File: src/rtl/run_ctrl_pkg.sv
// Shared definitions for the htar9 run controller: state encoding and default limits.
package run_ctrl_pkg;

  // ST_ prefixes keep the TIMEOUT state name clear of the TIMEOUT parameter
  typedef enum logic [2:0] {
    ST_IDLE,
    ST_INIT,
    ST_RUN,
    ST_DONE,
    ST_TIMEOUT
  } run_state_t;

  localparam int unsigned DEFAULT_INIT_CYCLES = 2;
  localparam logic [15:0] DEFAULT_TIMEOUT     = 16'd1000;

endpackage

File: src/rtl/run_ctrl_sat_counter.sv
// 16-bit cycle counter with clear, enable and a look-ahead compare against a limit.
module sat_counter (
  input  logic        clk,
  input  logic        reset,
  input  logic        clear,
  input  logic        enable,
  input  logic [15:0] limit,
  output logic [15:0] count,
  output logic        next_at_limit
);

  logic [15:0] count_inc;

  assign count_inc     = count + 16'd1;
  assign next_at_limit = (count_inc == limit);

  // Holding at the limit guarantees the count can never wrap
  always_ff @(posedge clk) begin
    if (reset) begin
      count <= 16'd0;
    end else if (clear) begin
      count <= 16'd0;
    end else if (enable && (count != limit)) begin
      count <= count_inc;
    end
  end

endmodule

File: src/rtl/run_ctrl.sv
// Sequences the htar9 core through init, run and completion, and arbitrates
// the data-memory port between the host and the core.
module run_ctrl
  import run_ctrl_pkg::*;
#(
  parameter int unsigned INIT_CYCLES = DEFAULT_INIT_CYCLES,
  parameter logic [15:0] TIMEOUT     = DEFAULT_TIMEOUT
) (
  input  logic        clk,
  input  logic        reset,
  input  logic        start,
  input  logic        abort,
  input  logic        core_done,
  input  logic        host_req,
  output logic        core_init,
  output logic        busy,
  output logic        finished,
  output logic        timed_out,
  output logic [15:0] cycle_count,
  output logic        host_gnt,
  output logic        dm_sel
);

  localparam logic [3:0] INIT_LAST = 4'(INIT_CYCLES - 1);

  run_state_t  state;
  logic [3:0]  init_cnt;
  logic        core_init_q;
  logic        host_window;
  logic        start_run;
  logic        cnt_enable;
  logic        cnt_hit;

  assign host_window = (state == ST_IDLE) || (state == ST_DONE) || (state == ST_TIMEOUT);
  assign start_run   = start && host_window;
  assign cnt_enable  = (state == ST_RUN) && !abort && !core_done;

  sat_counter u_cycle_counter (
    .clk           (clk),
    .reset         (reset),
    .clear         (start_run),
    .enable        (cnt_enable),
    .limit         (TIMEOUT),
    .count         (cycle_count),
    .next_at_limit (cnt_hit)
  );

  // Priority in RUN is abort, then done, then timeout
  always_ff @(posedge clk) begin
    if (reset) begin
      state       <= ST_IDLE;
      init_cnt    <= 4'd0;
      core_init_q <= 1'b1;
    end else begin
      case (state)
        ST_IDLE, ST_DONE, ST_TIMEOUT: begin
          if (start) begin
            state    <= ST_INIT;
            init_cnt <= 4'd0;
          end
        end
        ST_INIT: begin
          init_cnt <= init_cnt + 4'd1;
          if (init_cnt == INIT_LAST) begin
            state       <= ST_RUN;
            core_init_q <= 1'b0;
          end
        end
        ST_RUN: begin
          if (abort) begin
            state       <= ST_IDLE;
            core_init_q <= 1'b1;
          end else if (core_done) begin
            state       <= ST_DONE;
            core_init_q <= 1'b1;
          end else if (cnt_hit) begin
            state       <= ST_TIMEOUT;
            core_init_q <= 1'b1;
          end
        end
        default: begin
          state       <= ST_IDLE;
          core_init_q <= 1'b1;
        end
      endcase
    end
  end

  assign core_init = core_init_q;
  assign busy      = (state == ST_INIT) || (state == ST_RUN);
  assign finished  = (state == ST_DONE);
  assign timed_out = (state == ST_TIMEOUT);
  assign host_gnt  = host_req && host_window;
  assign dm_sel    = host_gnt;

endmodule
File: config.mk
export PLATFORM = sky130hd
export DESIGN_NAME = run_ctrl
export DESIGN_NICKNAME = d
export VERILOG_FILES = /design/src/rtl/run_ctrl_pkg.sv /design/src/rtl/run_ctrl_sat_counter.sv /design/src/rtl/run_ctrl.sv
export SDC_FILE = /design/constraint.sdc
export NUM_CORES = 1
export LEC_CHECK = 0
export ABC_CLOCK_PERIOD_IN_PS = 2700
export CORE_UTILIZATION = 52
export CTS_CLUSTER_DIAMETER = 120
export DETAILED_ROUTE_END_ITERATION = 10
export PLACE_DENSITY = 0.79
export SETUP_SLACK_MARGIN = 0.1
export SLEW_MARGIN = 15
export SYNTH_ARGS = -nofsm -noshare
export SYNTH_HDL_FRONTEND = slang
export SYNTH_SLANG_ARGS = --single-unit
File: constraint.sdc
create_clock -name clk -period 2.7 [get_ports clk]
set_input_delay 0.405 -clock clk [delete_from_list [all_inputs] [get_ports clk]]
set_output_delay 0.405 -clock clk [all_outputs]
set_load 0.005 [all_outputs]
# Word level (Yosys, flattened, before mapping)
# Index checks and enable logic that the tools add are counted.
word_totals:
  ff_bits: 24
classes:
  addsub: 2
  n_eq_ne: 10
  muxes: 13
  bitwise: 1
  reduce_logical: 17
op_table:
  columns: ["op", "n"]
  rows:
  - ["adder 16 x 1 -> 16 bit, second input constant", 1]
  - ["equality test 16 x 10 -> 1 bit, second input constant", 1]
  - ["!= test 16 x 10 -> 1 bit, second input constant", 1]
  - ["two-way mux 3 bit", 5]
  - ["one-hot mux 3 bit (3 select lines)", 1]
  - ["one-hot mux 4 bit (2 select lines)", 1]
  - ["equality test 3 x 2 -> 1 bit, second input constant", 2]
  - ["AND reduction 3 bit", 2]
  - ["logical AND 1 bit", 5]
  - ["adder 4 x 1 -> 4 bit, second input constant", 1]
  - ["equality test 4 x 1 -> 1 bit, second input constant", 1]
  - ["two-way mux 1 bit", 4]
  - ["two-way mux 4 bit", 1]
  - ["!= test 2 bit, second input constant", 2]
  - ["!= test 4 bit, second input constant", 1]
  - ["equality test 3 x 1 -> 1 bit, second input constant", 1]
  - ["equality test 3 bit, second input constant", 1]
  - ["zero test 3 bit", 1]
  - ["logical OR 1 bit", 3]
  - ["one-hot mux 1 bit (3 select lines)", 1]
  - ["OR reduction 3 bit", 1]
  - ["zero test 1 bit", 2]
  - ["AND reduction 2 bit", 1]
  - ["nonzero test 2 bit", 1]
  - ["2 further kinds", 2]

# Depth between registers and ports, before layout
logic_depth:
  depth_word: 6
  ltp_mapped: 9
  mapped_depth_nobuf: 8

# By module
# From an unflattened synthesis, not the netlist that was laid out.
unflattened:
  hier_cells: 229
  hier_area_um2: 1793.0
by_module_without_submodules:
  columns: ["module", "n_inst", "cells_each", "area_per_inst_um2", "seq_area_each_um2"]
  rows:
  - ["sat_counter", 1, 169, 1283.7, 320.3]
  - ["run_ctrl", 1, 60, 509.2, 160.2]

# Worst setup path after synthesis
# No wires, ideal clock.
synth_timing:
  kind: "register to register"
  from: "register u_cycle_counter.count[0]"
  to: "register state[1]"
  arrival_time_ns: 2.069
  slack_ns: 0.509
  stages_incl_launch_ff: 8
  period_less_slack_ns: 2.191
  cell_sequence: "dfxtp_1 > ha_1 > nand3_2 > nor3_2 > nand4b_1 > a2111oi_4 > a31oi_1 > mux2_4"
synth_via:
  elab_chain_cells: 4
synth_lines:
  columns: ["item", "line", "source"]
  rows:
  - ["start, declared", "run_ctrl_sat_counter.sv:8", "output logic [15:0] count,"]
  - ["start signal, assigned", "run_ctrl_sat_counter.sv:24", "count <= count_inc;"]
  - ["adder 16 x 1 -> 16 bit", "run_ctrl_sat_counter.sv:14", "assign count_inc = count + 16'd1;"]
  - ["equality test 16 x 10 -> 1 bit", "run_ctrl_sat_counter.sv:15", "assign next_at_limit = (count_inc == limit);"]
  - ["!= test 4 bit (no source line)", null, null]
  - ["AND reduction 3 bit (no source line)", null, null]
  - ["end signal, assigned", "run_ctrl.sv:51", "state <= ST_IDLE;"]
  - ["end signal, assigned", "run_ctrl.sv:58", "state <= ST_INIT;"]
  - ["end signal, assigned", "run_ctrl.sv:65", "state <= ST_RUN;"]
  - ["end, declared", "run_ctrl.sv:26", "run_state_t state;"]
# Every way passes these cells.
# A chain may end at the register's enable or synchronous reset.

# Final worst setup path
layout_timing:
  from: "register u_cycle_counter.count[1]"
  to: "register state[1]"
# The elaborated chain is that of the path after synthesis.

==> impl_metrics.toml <==
[synthesis]
synth_edf_count = 0
syn_inst = 186
yosys.area_share.simple_pct = 35.2
synth-warning-count = 0
seq_area_frac_synth_pct = 31.4
synthMuxAreaShare_pct = 2.95
ys_types = 44
synth_fp_nets = 196
syn-cell-area_um2 = 1530
yosys_register_bits = 24
synth_xor_area_share_pct = 10.9
postSynth.asyncResetShare_pct = 0
synthFlopType = "dfxtp_1"
synth-compound-area-share_pct = 10.4
synthAdderAreaFrac_pct = 3.28
synth.avg_cell_area_um2 = 8.21
synth_top_family_by_area = "simple AND/OR/NAND/NOR gates"

[floorplanning]
die_area_um2 = 3160
core_um2 = 2780
io_pins = 28
initial_core_util_pct = 54.9
die_y_um = 56.2
core.rowCount = 19
die_x_um = 56.2

[worst_setup_path]
critical_path.slowest_cell = "dfxtp_1"
critPathKind = "reg -> reg"
cp_cell_sequence = "ha_1 -> nand3_2 -> nor3_2 -> nand4b_1 -> a2111oi_4 -> a31oi_1 -> mux2_4"
crit_path_end_kind = "register"
worst-path-max-fanout = 8
crit_arrival_ns = 2.63
crit_path_start_kind = "register"
cpPeakStageDelay_ns = 0.48
crit_required_ns = 2.92

[timing]
rsz0062_at_grt = "no"
setup_viol = 0
hold_viol_final = 0
max_freq_mhz = 415
min_period_ns = 2.41
whs_ns = 0.544
relSlewSlack_pct = 56.4
tightest_slew_ns = 0.655
skew_ns = 0.00301
finalMaxSlewViolations = 0
finalCritPeriodShare_pct = 89.2
fin_setup_tns_ns = 0

[clock_tree]
clockBufferDepth = 2
htree_num_levels = 1
cts_tree = "done"
cts_setup_buffers = 0
cts_sinks = 24
numCtsBuffers = 3
clock-root-buffer = "clkbuf_4"
clk_latency_ns = 0.31
clk_pin_slew_ns = 0.12

[drt]
drt_iter0_markers = 54
wl_per_cell_um = 13.8
ant_nets = 0
routed_wl_mm = 3.29
drc_errors = 0
num_vias = 1393
vias_per_cell = 5.85
drt_first_pass_iters = 5

[global_routing]
grt_max_degree = 19
grt_antenna_before_repair = 0
grt_pass1_wl_mm = 5.58
grt_usage_pct = 21.7
grt_pass1_vias = 1251
grt-ovfl-total = 0

[finish]
nets = 219
layout_commonest_cell = "nor2_1"
final_cell_mix = "32 x nor2_1, 27 x clkdlybuf4s50_1, 23 x dfxtp_1"
fin_cells = 238
antenna_cells = 0
final_area_um2 = 1810
drive_above_1_share_pct = 8.21
syn_to_final_growth_pct = 18.2

[place]
placed_area_um2 = 1780
placedCellCount = 235
numPortBuffers = 27
dpl.hpwl_mm = 2.45
routabilityCongestion = 0.896

[run_status]
outcome = "completed"

[power]
leakagePower_nw = 0.610
seqPwrFrac_pct = 48.9
switchingPower_mw = 0.277
swShare_pct = 33.2
pwr-share-comb_pct = 32.5
power_density_nw_per_um2 = 461
pwr-share-clk_pct = 18.7
ir_worst_vdd_v = 0.000430
intPower_mw = 0.556

[job]
drv_cap = 0

[worst_hold_path]
hold_path.class = "reg -> reg"
[layout make-up]
type                            instances  area (um2)
Clock buffer                            3        22.5
Fill cell                             230         976
Inverter                                5        18.8
Multi-Input combinational cell        146         958
Sequential cell                        24         482
Tap cell                               31        38.8
Timing Repair Buffer                   29         285
[sequential cells by signal, summed over array words and instances, names as in the netlist]
name                   flops
init_cnt                   4
state                      3
core_init                  1
u_cycle_counter.count     16
[cell families after synthesis]
| family | count (synthesis) |
|---|---|
| xor+xnor | 19 |
| buf+inv | 16 |
| mux | 4 |
| simple gates | 97 |
| flops | 24 |
| fa+ha+maj | 4 |
| compound gates | 22 |
[final timing paths]
path	from	endpoint	slack, ns	cells after the start
worst max-delay path	u_cycle_counter.count[1]$_SDFFE_PP0P_	state[1]$_SDFFE_PP0P_	0.29	7
worst min register to register	init_cnt[0]$_SDFFE_PP0P_	init_cnt[0]$_SDFFE_PP0P_	0.54	2
worst min-delay path	init_cnt[0]$_SDFFE_PP0P_	init_cnt[0]$_SDFFE_PP0P_	0.54	2
worst max register to register	u_cycle_counter.count[1]$_SDFFE_PP0P_	state[1]$_SDFFE_PP0P_	0.29	7
[per-stage QoR]
stage               power (mW)  util, %  worst slack, ns
detailed placement       0.684     64.1            0.321
finish                   0.833     64.9            0.293
global placement         0.675     64.1            0.422
global route             0.885     64.9           0.0982
floorplan                0.596        -            0.509
CTS                      0.838     64.9            0.281
[power by group through the flow]
stage	logic [mW]	registers (mW)	clock network, mW
after CTS	0.270	0.407	0.161
after detailed placement	0.269	0.415	0
after global placement	0.262	0.413	0
final	0.270	0.407	0.156
after global routing	0.302	0.411	0.172
after floorplan	0.188	0.407	0
[per-layer routing]
metal  GRT usage, %  up-vias  routed length, um
met1           28.8      647               1490
met2           36.7       43               1590
li1               -      697                  -
met3           4.42        6                151
met5              0        -                  0
met4           3.83        0                 55
[cells in the mapped netlist, types with 3 or more instances]
master	count	area, um2
o21ai_0	4	20.0
nor2_1	32	120
dfxtp_1	24	480
nor3b_1	3	22.5
nor3_1	4	20.0
mux2i_1	3	30.0
inv_1	5	18.8
nand2b_1	4	25.0
nor4_1	3	18.8
buf_4	5	37.5
nand3_2	3	30.0
xnor2_1	3	26.3
xor2_1	16	140
nand3_1	9	45.0
ha_1	4	50.1
nand4_1	9	56.3
a21oi_1	6	30.0
a31oi_1	3	18.8
nand2_1	12	45.0
[timing repair]
| action | CTS | global route |
|---|---|---|
| endpoints found under the setup margin | 0 | 1 |
| resized for setup | 0 | 1 |
| hold buffers | 0 | 0 |
[worst max-delay path, delay by kind of cell, from the launching register on]
kind	cells	cell delay, ns
flip-flops	1	0.48
AND/OR/NAND/NOR	3	0.58
adder cells (fa/ha/maj)	1	0.33
AO/OA/AOI/OAI	2	0.61
multiplexers	1	0.32
No activity file was read; power rests on OpenSTA's default activity.
